<file path="src/rtl/floppy_pkg.sv">
// Shared constants for the floppy/SD datapath: SPI master state encoding and
// default SCLK divisors.
package floppy_pkg;

  typedef enum logic {
    SPI_IDLE  = 1'b0,
    SPI_SHIFT = 1'b1
  } spi_state_e;

  localparam int SPI_DIV_DEF      = 2;
  localparam int SPI_DIV_SLOW_DEF = 64;

endpackage

</file>
<file path="src/rtl/spi_byte_master_if.sv">
// Byte-level handshake between the DMA block (master) and the SPI byte master
// (slave). The received-byte port is called dout because "do" is a keyword.
interface spi_byte_master_if;
  logic [7:0] di;
  logic       wr;
  logic [7:0] dout;
  logic       dsr;
  logic       slow;
  logic       cs_wr;
  logic       cs_val;

  modport master (output di, wr, slow, cs_wr, cs_val, input dout, dsr);
  modport slave  (input di, wr, slow, cs_wr, cs_val, output dout, dsr);
endinterface

</file>
<file path="src/rtl/spi_clk_div.sv">
// SCLK half-period divider: latches the divisor at byte start and emits a
// one-cycle toggle pulse every divisor ce edges while running.
module spi_clk_div
  import floppy_pkg::*;
#(
  parameter int DIV      = SPI_DIV_DEF,
  parameter int DIV_SLOW = SPI_DIV_SLOW_DEF
) (
  input  logic clk,
  input  logic reset_n,
  input  logic ce,
  input  logic load,
  input  logic slow,
  input  logic run,
  output logic tick
);

  localparam logic [7:0] DIV_F = 8'(DIV);
  localparam logic [7:0] DIV_S = 8'(DIV_SLOW);

  logic [7:0] divisor;
  logic [7:0] divctr;
  logic [7:0] div_sel;

  assign div_sel = slow ? DIV_S : DIV_F;
  assign tick    = ce & run & (divctr == 8'd0);

  always_ff @(posedge clk or negedge reset_n) begin
    if (!reset_n) begin
      divisor <= DIV_F;
      divctr  <= '0;
    end else if (ce) begin
      if (load) begin
        divisor <= div_sel;
        divctr  <= div_sel - 8'd1;
      end else if (run) begin
        divctr <= (divctr == 8'd0) ? divisor - 8'd1 : divctr - 8'd1;
      end
    end
  end

endmodule

</file>
<file path="src/rtl/spi_byte_master.sv">
// Mode-0 MSB-first byte SPI master with chip-select register and slow/fast
// SCLK selection, fed by the floppy DMA block.
module spi_byte_master
  import floppy_pkg::*;
#(
  parameter int DIV      = SPI_DIV_DEF,
  parameter int DIV_SLOW = SPI_DIV_SLOW_DEF
) (
  input  logic               clk,
  input  logic               reset_n,
  input  logic               ce,
  spi_byte_master_if.slave   bus,
  output logic               sclk,
  output logic               mosi,
  input  logic               miso,
  output logic               cs_n
);

  spi_state_e state;
  logic [7:0] shreg;
  logic [7:0] rx;
  logic [7:0] dout_r;
  logic [3:0] edgectr;
  logic       dsr_r;
  logic       tick;
  logic       start;

  assign start    = (state == SPI_IDLE) & bus.wr;
  // Drop ready in the very cycle wr is raised so upstream never sees a stale flag.
  assign bus.dsr  = dsr_r & ~bus.wr;
  assign bus.dout = dout_r;

  spi_clk_div #(.DIV(DIV), .DIV_SLOW(DIV_SLOW)) u_div (
    .clk     (clk),
    .reset_n (reset_n),
    .ce      (ce),
    .load    (start),
    .slow    (bus.slow),
    .run     (state == SPI_SHIFT),
    .tick    (tick)
  );

  always_ff @(posedge clk or negedge reset_n) begin
    if (!reset_n) begin
      state   <= SPI_IDLE;
      sclk    <= 1'b0;
      mosi    <= 1'b1;
      cs_n    <= 1'b1;
      dout_r  <= 8'hFF;
      dsr_r   <= 1'b1;
      shreg   <= 8'hFF;
      rx      <= '0;
      edgectr <= '0;
    end else if (ce) begin
      if (bus.cs_wr) cs_n <= bus.cs_val;
      case (state)
        SPI_IDLE: begin
          if (bus.wr) begin
            shreg   <= bus.di;
            mosi    <= bus.di[7];
            dsr_r   <= 1'b0;
            edgectr <= 4'd15;
            state   <= SPI_SHIFT;
          end
        end
        SPI_SHIFT: begin
          if (tick) begin
            sclk <= ~sclk;
            if (!sclk) begin
              rx <= {rx[6:0], miso};
            end else begin
              shreg <= {shreg[6:0], 1'b1};
              mosi  <= shreg[6];
              // 16th toggle: all 8 samples are already in rx
              if (edgectr == 4'd0) begin
                dout_r <= rx;
                dsr_r  <= 1'b1;
                mosi   <= 1'b1;
                state  <= SPI_IDLE;
              end
            end
            if (edgectr != 4'd0) edgectr <= edgectr - 4'd1;
          end
        end
        default: state <= SPI_IDLE;
      endcase
    end
  end

endmodule

</file>
<file path="src/flat_wrapper.sv">
// flat-port wrapper written by rule: the top's interface ports become plain ports
module spi_byte_master_flat import floppy_pkg::*;
#(
  parameter int DIV      = SPI_DIV_DEF,
  parameter int DIV_SLOW = SPI_DIV_SLOW_DEF
)
  (clk, reset_n, ce, sclk, mosi, miso, cs_n, bus_di, bus_wr, bus_slow, bus_cs_wr, bus_cs_val, bus_dout, bus_dsr);
  spi_byte_master_if bus_i ();
  input  logic clk;
  input  logic reset_n;
  input  logic ce;
  output logic sclk;
  output logic mosi;
  input  logic miso;
  output logic cs_n;
  input wire logic [$bits(bus_i.di)-1:0] bus_di;
  input wire logic [$bits(bus_i.wr)-1:0] bus_wr;
  input wire logic [$bits(bus_i.slow)-1:0] bus_slow;
  input wire logic [$bits(bus_i.cs_wr)-1:0] bus_cs_wr;
  input wire logic [$bits(bus_i.cs_val)-1:0] bus_cs_val;
  output wire logic [$bits(bus_i.dout)-1:0] bus_dout;
  output wire logic [$bits(bus_i.dsr)-1:0] bus_dsr;
  assign bus_i.di = bus_di;
  assign bus_i.wr = bus_wr;
  assign bus_i.slow = bus_slow;
  assign bus_i.cs_wr = bus_cs_wr;
  assign bus_i.cs_val = bus_cs_val;
  assign bus_dout = bus_i.dout;
  assign bus_dsr = bus_i.dsr;
  spi_byte_master #(.DIV(DIV), .DIV_SLOW(DIV_SLOW)) u_core (.clk(clk), .reset_n(reset_n), .ce(ce), .bus(bus_i), .sclk(sclk), .mosi(mosi), .miso(miso), .cs_n(cs_n));
endmodule
</file>
<file path="config.mk">
export PLATFORM = sky130hd
export DESIGN_NAME = spi_byte_master_flat
export DESIGN_NICKNAME = d
export VERILOG_FILES = /design/src/rtl/floppy_pkg.sv /design/src/rtl/spi_byte_master_if.sv /design/src/rtl/spi_clk_div.sv /design/src/rtl/spi_byte_master.sv /design/src/flat_wrapper.sv
export SDC_FILE = /design/constraint.sdc
export NUM_CORES = 1
export LEC_CHECK = 0
export ABC_AREA = 1
export BUFFER_PORTS_ARGS = -buffer_cell sky130_fd_sc_hd__clkbuf_2
export CELL_PAD_IN_SITES_DETAIL_PLACEMENT = 0
export CELL_PAD_IN_SITES_GLOBAL_PLACEMENT = 2
export CORE_UTILIZATION = 34
export DETAILED_ROUTE_END_ITERATION = 10
export MAX_ROUTING_LAYER = met4
export PLACE_DENSITY = 0.82
export RECOVER_POWER = 50
export SYNTH_ARGS = -nofsm -noshare
export SYNTH_HDL_FRONTEND = slang
export SYNTH_HIERARCHICAL = 1
export SYNTH_SLANG_ARGS = --single-unit
</file>
<file path="constraint.sdc">
create_clock -name clk -period 2.2 [get_ports clk]
set_clock_uncertainty 0.05 [all_clocks]
set_input_delay 0.33 -clock clk [delete_from_list [all_inputs] [get_ports clk]]
set_output_delay 0.33 -clock clk [all_outputs]
set_load 0.02 [all_outputs]
</file>
==> results.cfg, run 1 <==
[critical_path]
critPathSlowestCell = dfrtp_1
cpPeakStageDelay_ns = 0.44
arrival_ns = 2.03
cp-start-kind = register
crit_chain = nor2_2, nand2_2, nor3_2, nand3_2, clkinv_2, nand3_2, buf_4, nand2_1, nand2_1
worstPathRequired_ns = 2.38
endpoint_kind = register
path_class = register to register
cp_max_fo = 8

[route]
vias = 1742
drt_iter0_markers = 69
routed_wl_um = 4420
wire_per_inst_um = 11.7
routed_via_density = 4.60
drtAntennaViolNets = 0
drcViolationCount = 0
first_pass_iters = 4

[clocking]
cts.sinks = 42
htreeDepth = 2
clock-root-buffer = clkbuf_8
clk_pin_slew_ns = 0.08
clock_latency_ns = 0.29
cts_tree = done
postCtsSetupBuffers = 0
cts_max_path_buffers = 2
cts_buffers = 5

[hold_path]
hold_path_class = primary input to register

[sta]
finalSetupTns_ns = 0
setup_viol = 0
drv_slew = 0
rsz0062_at_grt = no
period_share_pct = 84.1
setup_slack_ns = 0.349
hold_violations = 0
fmax_mhz = 540
worstMarginPinSlew_ns = 0.773
fin_crit_ns = 1.85
max_slew_margin_pct = 48.5

[die]
std_cell_rows = 28
die_area_mm2 = 0.00664
fp.dieH_um = 81.5
design.core.area_mm2 = 0.00599
ios = 28
die_w_um = 81.5
start_util_pct = 35.9

[placement]
dpl.hpwl_um = 3320
pre_cts_ws_ns = 0.216
gp_congestion = 0.836
port_buffers = 27

[synthesis]
syn_inst = 266
yosysWarningCount = 6
synth_cell_types = 31
yosysTopAreaCell = dfrtp_1
ys_seq_area_share_pct = 50.0
synth_seq_cells = 42
yosysTopAreaCellShare_pct = 26.8
synth_fp_nets = 284
syn_area_mm2 = 0.00215
synth_area_leaders = dfrtp_1, dfstp_2, nand2_1
syn_avg_cell_area_um2 = 8.08

[outcome]
status = finished clean

[global_route]
grt_overflow = 0
antenna_found_initial = 0
grt_use_total_pct = 16.3
first_global_vias = 1719
grt_pass1_wl_um = 7910
grt_max_degree = 21

[run]
drv_cap = 0

[power_and_ir_drop]
leakage_nw = 1.27
powerDensity_mw_per_mm2 = 826
peakVddDrop_mv = 0.407

[finish]
diodes = 0
drive_above_1_share_pct = 27.3
area.growth.synth_to_final_pct = 16.5
nets = 321
-- area by class of cell --
cell class,count,area (um2)
fill,623,3490
sequential,42,1070
multi-input combinational,183,900
timing repair buffer,35,185
inverter,36,136
tap,75,93.8
clock buffer,5,68.8
clock inverter,3,43.8
-- path summary, 6_finish.rpt --
kind | slack, ns | from | to | cells past startpoint
min in group asynchronous | 0.47 | reset_n | u_core/rx[4] | 2
max in group asynchronous | 0.56 | reset_n | u_core/edgectr[3] | 3
worst min-delay path | 0.15 | bus_cs_wr | u_core/cs_n | 2
worst max register to register | 0.35 | u_core/u_div/divctr[3] | u_core/bus.dout[5] | 9
worst max-delay path | 0.35 | u_core/u_div/divctr[3] | u_core/bus.dout[5] | 9
worst min register to register | 0.42 | u_core/shreg[5] | u_core/shreg[5] | 2
-- logic make-up (layout without fill, tap and decap cells) --
group,Yosys count,after routing,share of synthesized area [%]
flops,42,42,50.0
simple gates,137,137,27.9
mux,1,1,0.524
compound gates,43,43,12.2
buf+inv,41,79,8.21
fa+ha+maj,2,2,1.16
-- cells in the final DEF, fill, tap and decap left out --
cell type,synthesis,routed
nand2_4,2,2
bufinv_16,0,1
nand2_2,6,5
mux2_2,1,1
inv_2,2,2
o21ai_0,14,14
nor2_4,1,1
nor2_2,3,3
o21ai_1,6,6
o22ai_1,1,1
nand3_1,8,8
o21ai_2,4,4
nor3_1,2,1
or2_2,2,2
a21oi_1,8,8
dfstp_2,19,18
a21oi_2,5,5
ha_1,2,2
inv_1,33,33
nor2_1,22,22
nand4_1,4,4
a31oi_1,1,1
o21a_1,1,1
inv_6,0,1
dlygate4sd3_1,0,1
clkinv_2,1,2
nor3_2,0,1
a22oi_1,2,2
dfstp_1,0,1
clkbuf_8,0,5
clkbuf_1,0,6
buf_4,1,5
nand2_1,85,86
nand3_2,2,2
a21boi_0,1,1
dfrtp_1,23,23
clkbuf_2,0,23
-- sequential cells by signal, indices dropped and copies added (netlist names) --
signal	count
u_core/bus.dout	8
u_core/cs_n	1
u_core/dsr_r	1
u_core/edgectr	4
u_core/mosi	1
u_core/rx	8
u_core/sclk	1
u_core/shreg	7
u_core/state	1
u_core/u_div/divctr	8
u_core/u_div/divisor	2
-- cell usage after synthesis --
library cell,n
mux2_2,1
nand2_4,2
nand2_1,85
o21a_1,1
o22ai_1,1
nor3_1,2
a31oi_1,1
nor2_4,1
nand2_2,6
nand3_2,2
or2_2,2
nand3_1,8
dfstp_2,19
a21oi_1,8
dfrtp_1,23
inv_2,2
o21ai_2,4
ha_1,2
buf_2,2
o21ai_0,14
nor2_2,3
a21boi_0,1
nand4_1,4
clkinv_2,1
o21ai_1,6
buf_6,2
inv_1,33
nor2_1,22
a22oi_1,2
a21oi_2,5
buf_4,1
-- critical path, delay by kind of cell (launching register included) --
| kind | cells | cell delay (ns) |
|---|---|---|
| buf+inv | 2 | 0.31 |
| flops | 1 | 0.44 |
| simple gates | 7 | 0.98 |
-- per-layer routing --
metal / up-vias / GRT usage [%] / share of wire (%)
li1: 906 / - / -
met1: 811 / 21.0 / 49
met2: 20 / 25.5 / 47
met3: 5 / 3.33 / 3.4
met4: 0 / 5.36 / 1.2
met5: - / - / 0
-- metrics by stage --
step / cells / hold slack [ns] / util [%] / area, um2 / total power [mW]
after floorplan: 266 / -0.0156 / - / 2150 / 1.33
after global placement: 370 / 0.156 / 39.9 / 2390 / 1.46
after detailed placement: 370 / 0.160 / 39.9 / 2390 / 1.47
after CTS: 379 / 0.132 / 41.9 / 2510 / 2.10
after global routing: 379 / 0.149 / 41.8 / 2500 / 2.22
final: 379 / 0.154 / 41.8 / 2500 / 2.07
-- where the power goes --
group,leakage [nW],internal (mW),switching [mW],total (mW)
logic,0.751,0.173,0.277,0.450
registers,0.464,0.910,0.0889,0.999
clock network,0.0585,0.340,0.278,0.619
-- timing repair --
action	CTS	global route
setup endpoints to repair	0	5
hold buffers	1	0
endpoints found under the hold margin	4	0
gates resized for setup	0	1
No activity file was read; power rests on OpenSTA's default activity.
==> run 2, diff against run 1 <==
--- a/config.mk
+++ b/config.mk
@@ -9,10 +9,10 @@
 export BUFFER_PORTS_ARGS = -buffer_cell sky130_fd_sc_hd__clkbuf_2
 export CELL_PAD_IN_SITES_DETAIL_PLACEMENT = 0
 export CELL_PAD_IN_SITES_GLOBAL_PLACEMENT = 2
-export CORE_UTILIZATION = 34
+export CORE_UTILIZATION = 30
 export DETAILED_ROUTE_END_ITERATION = 10
 export MAX_ROUTING_LAYER = met4
-export PLACE_DENSITY = 0.82
+export PLACE_DENSITY = 0.77
 export RECOVER_POWER = 50
 export SYNTH_ARGS = -nofsm -noshare
 export SYNTH_HDL_FRONTEND = slang
==> constraint.sdc (replaced) <==
create_clock -name clk -period 1.5 [get_ports clk]
set_clock_uncertainty 0.05 [all_clocks]
set_input_delay 0.225 -clock clk [delete_from_list [all_inputs] [get_ports clk]]
set_output_delay 0.225 -clock clk [all_outputs]
set_load 0.02 [all_outputs]
==> run 2 against run 1 <==
  * The run now ends with negative setup slack left
  * Via count increased by 12%
  * Core utilization increased by 2.8 points
  * Sequential share of layout area fell by 7.8 points
  * Worst hold slack worse by 0.12 ns
  * First-iteration DRC count is 32% higher
  * Global-route usage down 0.61 points
  * Clock power is 52% higher
  * Setup slack worse by 0.51 ns
==> results.cfg, run 2 (synthesis results as in run 1) <==
[outcome]
status = complete, but fails checks
violations = negative setup slack

[sta]
rsz0062_at_grt = yes
setup_slack_ns = -0.161
fin_crit_ns = 1.66
fmax_mhz = 602
hold_violations = 0
period_share_pct = 111
max_slew_margin_pct = 60.3
worstMarginPinSlew_ns = 0.595
setup_viol = 34
hold_ws_ns = 0.0389
drv_slew = 0

[route]
drtAntennaViolNets = 0
drcViolationCount = 0
drt_iter0_markers = 91
vias = 1945
first_pass_iters = 4
wire_per_inst_um = 11.9
routed_via_density = 4.48
routed_wl_um = 5160

[critical_path]
arrival_ns = 1.83
worstPathRequired_ns = 1.67
cp-start-kind = register
path_class = register to register
cp_max_fo = 4
endpoint_kind = register

[power_and_ir_drop]
powerDensity_mw_per_mm2 = 1130
peakVddDrop_mv = 0.534
finalPower_mw = 3.46
leakage_nw = 1.51

[global_route]
grt_overflow = 0
grt_pass1_wl_um = 8720
grt_max_degree = 43
antenna_found_initial = 0
grt_use_total_pct = 15.7
first_global_vias = 1840

[finish]
diodes = 0
fill_cells = 696
nets = 355
final_common_cell = nand2_1
final_cell_mix = nand2_1, buf_4, inv_1
area.growth.synth_to_final_pct = 42.4
drive_above_1_share_pct = 52.1
utilization_pct = 44.5

[die]
start_util_pct = 31.3
ios = 28
fp.dieH_um = 86.6
std_cell_rows = 30
die_area_mm2 = 0.00750
die_w_um = 86.6
design.core.area_mm2 = 0.00687

[hold_path]
hold_path_class = primary input to register

[placement]
gp_congestion = 0.788
dpl.hpwl_um = 3580
port_buffers = 27

[clocking]
cts.sinks = 42
htreeDepth = 2
clock-root-buffer = clkbuf_8
cts_tree = done
clock_latency_ns = 0.30
clk_pin_slew_ns = 0.09
cts_max_path_buffers = 2
cts_buffers = 5

[run]
drv_cap = 0
run 2: worst paths after layout:
path,startpoint,end,slack (ns),cells past startpoint
max,u_core/u_div/divctr[3],u_core/u_div/divctr[6],-0.16,10
max reg2reg,u_core/u_div/divctr[3],u_core/u_div/divctr[6],-0.16,10
min reg2reg,u_core/bus.dout[7],u_core/bus.dout[7],0.42,2
min,bus_cs_wr,u_core/cs_n,0.04,2
max in group asynchronous,reset_n,u_core/sclk,0.47,3
min in group asynchronous,reset_n,u_core/u_div/divctr[3],0.52,3
run 2: layout make-up:
type	count	area, um2	share of cell area (%)
clock buffer	5	68.8	2.25
clock inverter	3	48.8	1.60
inverter	36	145	4.74
multi-input combinational	185	1140	37.2
sequential	42	1070	35.1
tap	96	120	3.93
timing repair buffer	67	463	15.1
run 2: power by group:
part           switching, mW  internal [mW]
clock network          0.435          0.507
registers              0.126           1.34
logic                  0.560          0.498
run 2: routing by layer:
layer  GRT usage (%)  share of wire, %  vias to the layer above
li1                -                 -                      984
met1            19.4                47                      924
met2            25.3                48                       29
met3            3.62               2.8                        8
met4            5.15               1.3                        0
met5               -                 0                        -
run 2: per-stage QoR:
stage	worst slack, ns	TNS [ns]	cells	instance area, um2
final	-0.161	-2.22	434	3060
after global routing	-0.261	-6.01	434	3060
after CTS	-0.109	-1.67	429	2940
after detailed placement	-0.124	-2.30	417	2660
after global placement	-0.146	-1.91	417	2660
after floorplan	-0.0173	-0.128	266	2180
run 2: repair_timing:
action,4_1_cts,5_1_grt
cloned,1,1
endpoints found under the hold margin,23,0
setup buffers,2,6
pin swaps,11,10
endpoints found under the setup margin,36,38
resized for setup,41,30
hold buffers,1,0
run 2: critical path, cell delays in order, from the launching register on:
cell and delay [ns]:
dfrtp_1 0.42, nor2_4 0.15, nand2_4 0.10, o21ai_2 0.14, nand2_2 0.09, ha_4 0.17, inv_2 0.07, nor2_4 0.04
a21oi_2 0.14, o21ai_1 0.10, o22ai_1 0.12
==> run 3, diff against run 2 <==
--- a/config.mk
+++ b/config.mk
@@ -5,14 +5,14 @@
 export SDC_FILE = /design/constraint.sdc
 export NUM_CORES = 1
 export LEC_CHECK = 0
-export ABC_AREA = 1
 export BUFFER_PORTS_ARGS = -buffer_cell sky130_fd_sc_hd__clkbuf_2
 export CELL_PAD_IN_SITES_DETAIL_PLACEMENT = 0
 export CELL_PAD_IN_SITES_GLOBAL_PLACEMENT = 2
-export CORE_UTILIZATION = 30
+export CORE_ASPECT_RATIO = 1.1
+export CORE_UTILIZATION = 34
 export DETAILED_ROUTE_END_ITERATION = 10
 export MAX_ROUTING_LAYER = met4
-export PLACE_DENSITY = 0.77
+export PLACE_DENSITY = 0.78
 export RECOVER_POWER = 50
 export SYNTH_ARGS = -nofsm -noshare
 export SYNTH_HDL_FRONTEND = slang
==> constraint.sdc (replaced) <==
create_clock -name clk -period 1.5 [get_ports clk]
set_clock_uncertainty 0.05 [all_clocks]
set_input_delay 0.225 -clock clk [delete_from_list [all_inputs] [get_ports clk]]
set_output_delay 0.225 -clock clk [all_outputs]
set_load 0.05 [all_outputs]
==> run 3 against run 2 <==
  * The run still ends with negative setup slack left
  * Final area shrank 4.1%
  * Cell count fell by 24%
  * Worst hold slack better by 0.075 ns
  * Sequential power up 11%
  * Sequential share of layout area is 1.5 points higher
  * First-iteration DRC count fell by 15%
  * Die area down 13%
  * Combinational power up 57%
  * Clock-buffer cell count rose by 1
==> results.cfg, run 3 <==
[outcome]
status = complete, but fails checks
violations = negative setup slack

[hold_path]
min_from = bus_di[0]
hold_path_class = primary input to register
min_path_cells = 2
min_to = u_core/shreg[0]

[synthesis]
yosysWarningCount = 6
synth_edf_count = 0
synthTopCellsByCount = mux2_2, dfrtp_1, dfstp_2, inv_1, nand2_1
synth_cell_types = 45
yosysTopAreaCell = dfrtp_1
synth_seq_cells = 42
yosysMostFrequentCell = mux2_2
ys_seq_area_share_pct = 50.9
yosysTopAreaCellShare_pct = 27.3
synth_area_leaders = dfrtp_1, dfstp_2, mux2_2
synthArstFlopShare_pct = 100
syn_inst = 185
synth_top_flop_cell = dfrtp_1
syn_area_mm2 = 0.00211
synth_fp_nets = 203
syn_avg_cell_area_um2 = 11.4

[route]
first_pass_iters = 4
drtAntennaViolNets = 0
drcViolationCount = 0
wire_per_inst_um = 14.0
routed_wl_um = 4630
vias = 1651
drt_iter0_markers = 77
routed_via_density = 4.97

[die]
die_area_mm2 = 0.00653
die_w_um = 77.1
std_cell_rows = 29
design.core.area_mm2 = 0.00588
start_util_pct = 35.9
fp.dieH_um = 84.6
ios = 28

[clocking]
cts_buffers = 5
cts.sinks = 42
htreeDepth = 2
clk_pin_slew_ns = 0.08
clock-root-buffer = clkbuf_8
cts_max_path_buffers = 2
clock_latency_ns = 0.29
cts_tree = done

[sta]
fin_crit_ns = 2.02
rsz0062_at_grt = yes
hold_violations = 0
period_share_pct = 135
setup_viol = 37
worstMarginPinSlew_ns = 0.739
max_slew_margin_pct = 50.7
drv_slew = 0
setup_slack_ns = -0.522
hold_ws_ns = 0.114
finalSetupTns_ns = -14.88
fmax_mhz = 495

[global_route]
grt_pass1_wl_um = 8040
antenna_found_initial = 0
first_global_vias = 1656
grt_use_met2_pct = 25.4
grt_max_degree = 17
grt_use_total_pct = 16.1
grt_busiest_layer = met2
grt_use_met3_pct = 2.93
gr-usage-met1_pct = 21.3
grt_overflow = 0

[critical_path]
r2r-start = u_core/u_div/divctr[4]
startpoint = u_core/u_div/divctr[4]
r2r_end = u_core/bus.dout[7]
worstPathRequired_ns = 1.68
endpoint_kind = register
path_class = register to register
cp_max_fo = 9
arrival_ns = 2.20
rr_worst_depth = 7
cp-start-kind = register
r2r_slack_ns = -0.52

[finish]
area.growth.synth_to_final_pct = 39.0
fill_cells = 564
final_common_cell = buf_4
diodes = 0
drive_above_1_share_pct = 60.0
nets = 272
final_cell_mix = buf_4, clkbuf_2, dfrtp_1

[placement]
dpl.hpwl_um = 3360
port_buffers = 27
gp_congestion = 0.807

[run]
drv_cap = 0

[power_and_ir_drop]
finalPower_mw = 4.17
powerDensity_mw_per_mm2 = 1420
peakVddDrop_mv = 0.602
leakage_nw = 1.38
## run 3: changes by cell type in the layout (fill, tap and decap cells not counted), moves of 6 or more
cell     before  now
a21oi_2       9    0
o21ai_2       9    1
nand2_2      27    1
mux2_4        0    8
nand2_4       6    0
inv_1        28   10
mux2_2        1   21
nor2_1       12    6
nand2_1      61   12
nor2_4        8    0
## run 3: stage by stage
stage / setup WS (ns) / cell area [um2] / utilization (%) / cells
2_1_floorplan: -0.546 / 2200 / - / 185
5_1_grt: -0.630 / 2930 / 49.9 / 332
4_1_cts: -0.544 / 2900 / 49.4 / 328
3_5_place_dp: -0.618 / 2650 / 45.1 / 314
6_report: -0.522 / 2930 / 49.9 / 332
3_3_place_gp: -0.558 / 2650 / 45.1 / 314
## run 3: area by class of cell
| class | instances | area, um2 | area share (%) |
|---|---|---|---|
| repair buffers | 69 | 502 | 17.1 |
| clock buffers | 6 | 72.6 | 2.47 |
| well taps | 77 | 96.3 | 3.28 |
| inverters | 12 | 47.5 | 1.62 |
| multi-input cells | 124 | 1100 | 37.6 |
| clock inverters | 2 | 37.5 | 1.28 |
| flip-flops and latches | 42 | 1080 | 36.7 |
## run 3: metal layers
metal  share of wire (%)  vias up
li1                    -      806
met1                  48      817
met2                  48       23
met3                 3.0        5
met4                0.86        0
met5                   0        -
## run 3: how the worst max path moves through the flow
stage | end | slack (ns) | cells past startpoint
finish | u_core/bus.dout[7] | -0.52 | 7
floorplan | u_core/bus.dout[0] | -0.55 | 7
detailed placement | u_core/rx[4] | -0.62 | 6
global route | u_core/bus.dout[4] | -0.63 | 7
global placement | u_core/rx[0] | -0.56 | 6
CTS | u_core/bus.dout[7] | -0.54 | 7
## run 3: cells by family after synthesis
logic type	count (synthesis)	synth area share (%)
and+or+nand+nor	52	14.5
DFF	42	50.9
AOI/OAI and AO/OA	36	11.6
muxes	33	17.4
buffers and inverters	20	4.45
adders and majority gates	2	1.19
## run 3: report_power, final
part / internal [mW] / leakage, nW / switching, mW
registers: 1.44 / 0.491 / 0.181
logic: 0.856 / 0.834 / 0.808
clock network: 0.497 / 0.0514 / 0.387
## run 3: worst max-delay path, stage by stage (launching register included)
cell     delay [ns]
dfrtp_1        0.41
nor4_4         0.32
nand2_2        0.11
nor4_4         0.20
nand3_2        0.15
nor3_4         0.22
buf_12         0.16
mux2_2         0.33
## run 3: repair_timing
action | in CTS | in global routing
pin swaps | 10 | 8
setup endpoints to repair | 39 | 39
cloned | 1 | 0
buffers inserted | 4 | 4
hold endpoints to repair | 8 | 0
resized for setup | 25 | 10
hold buffers | 1 | 0
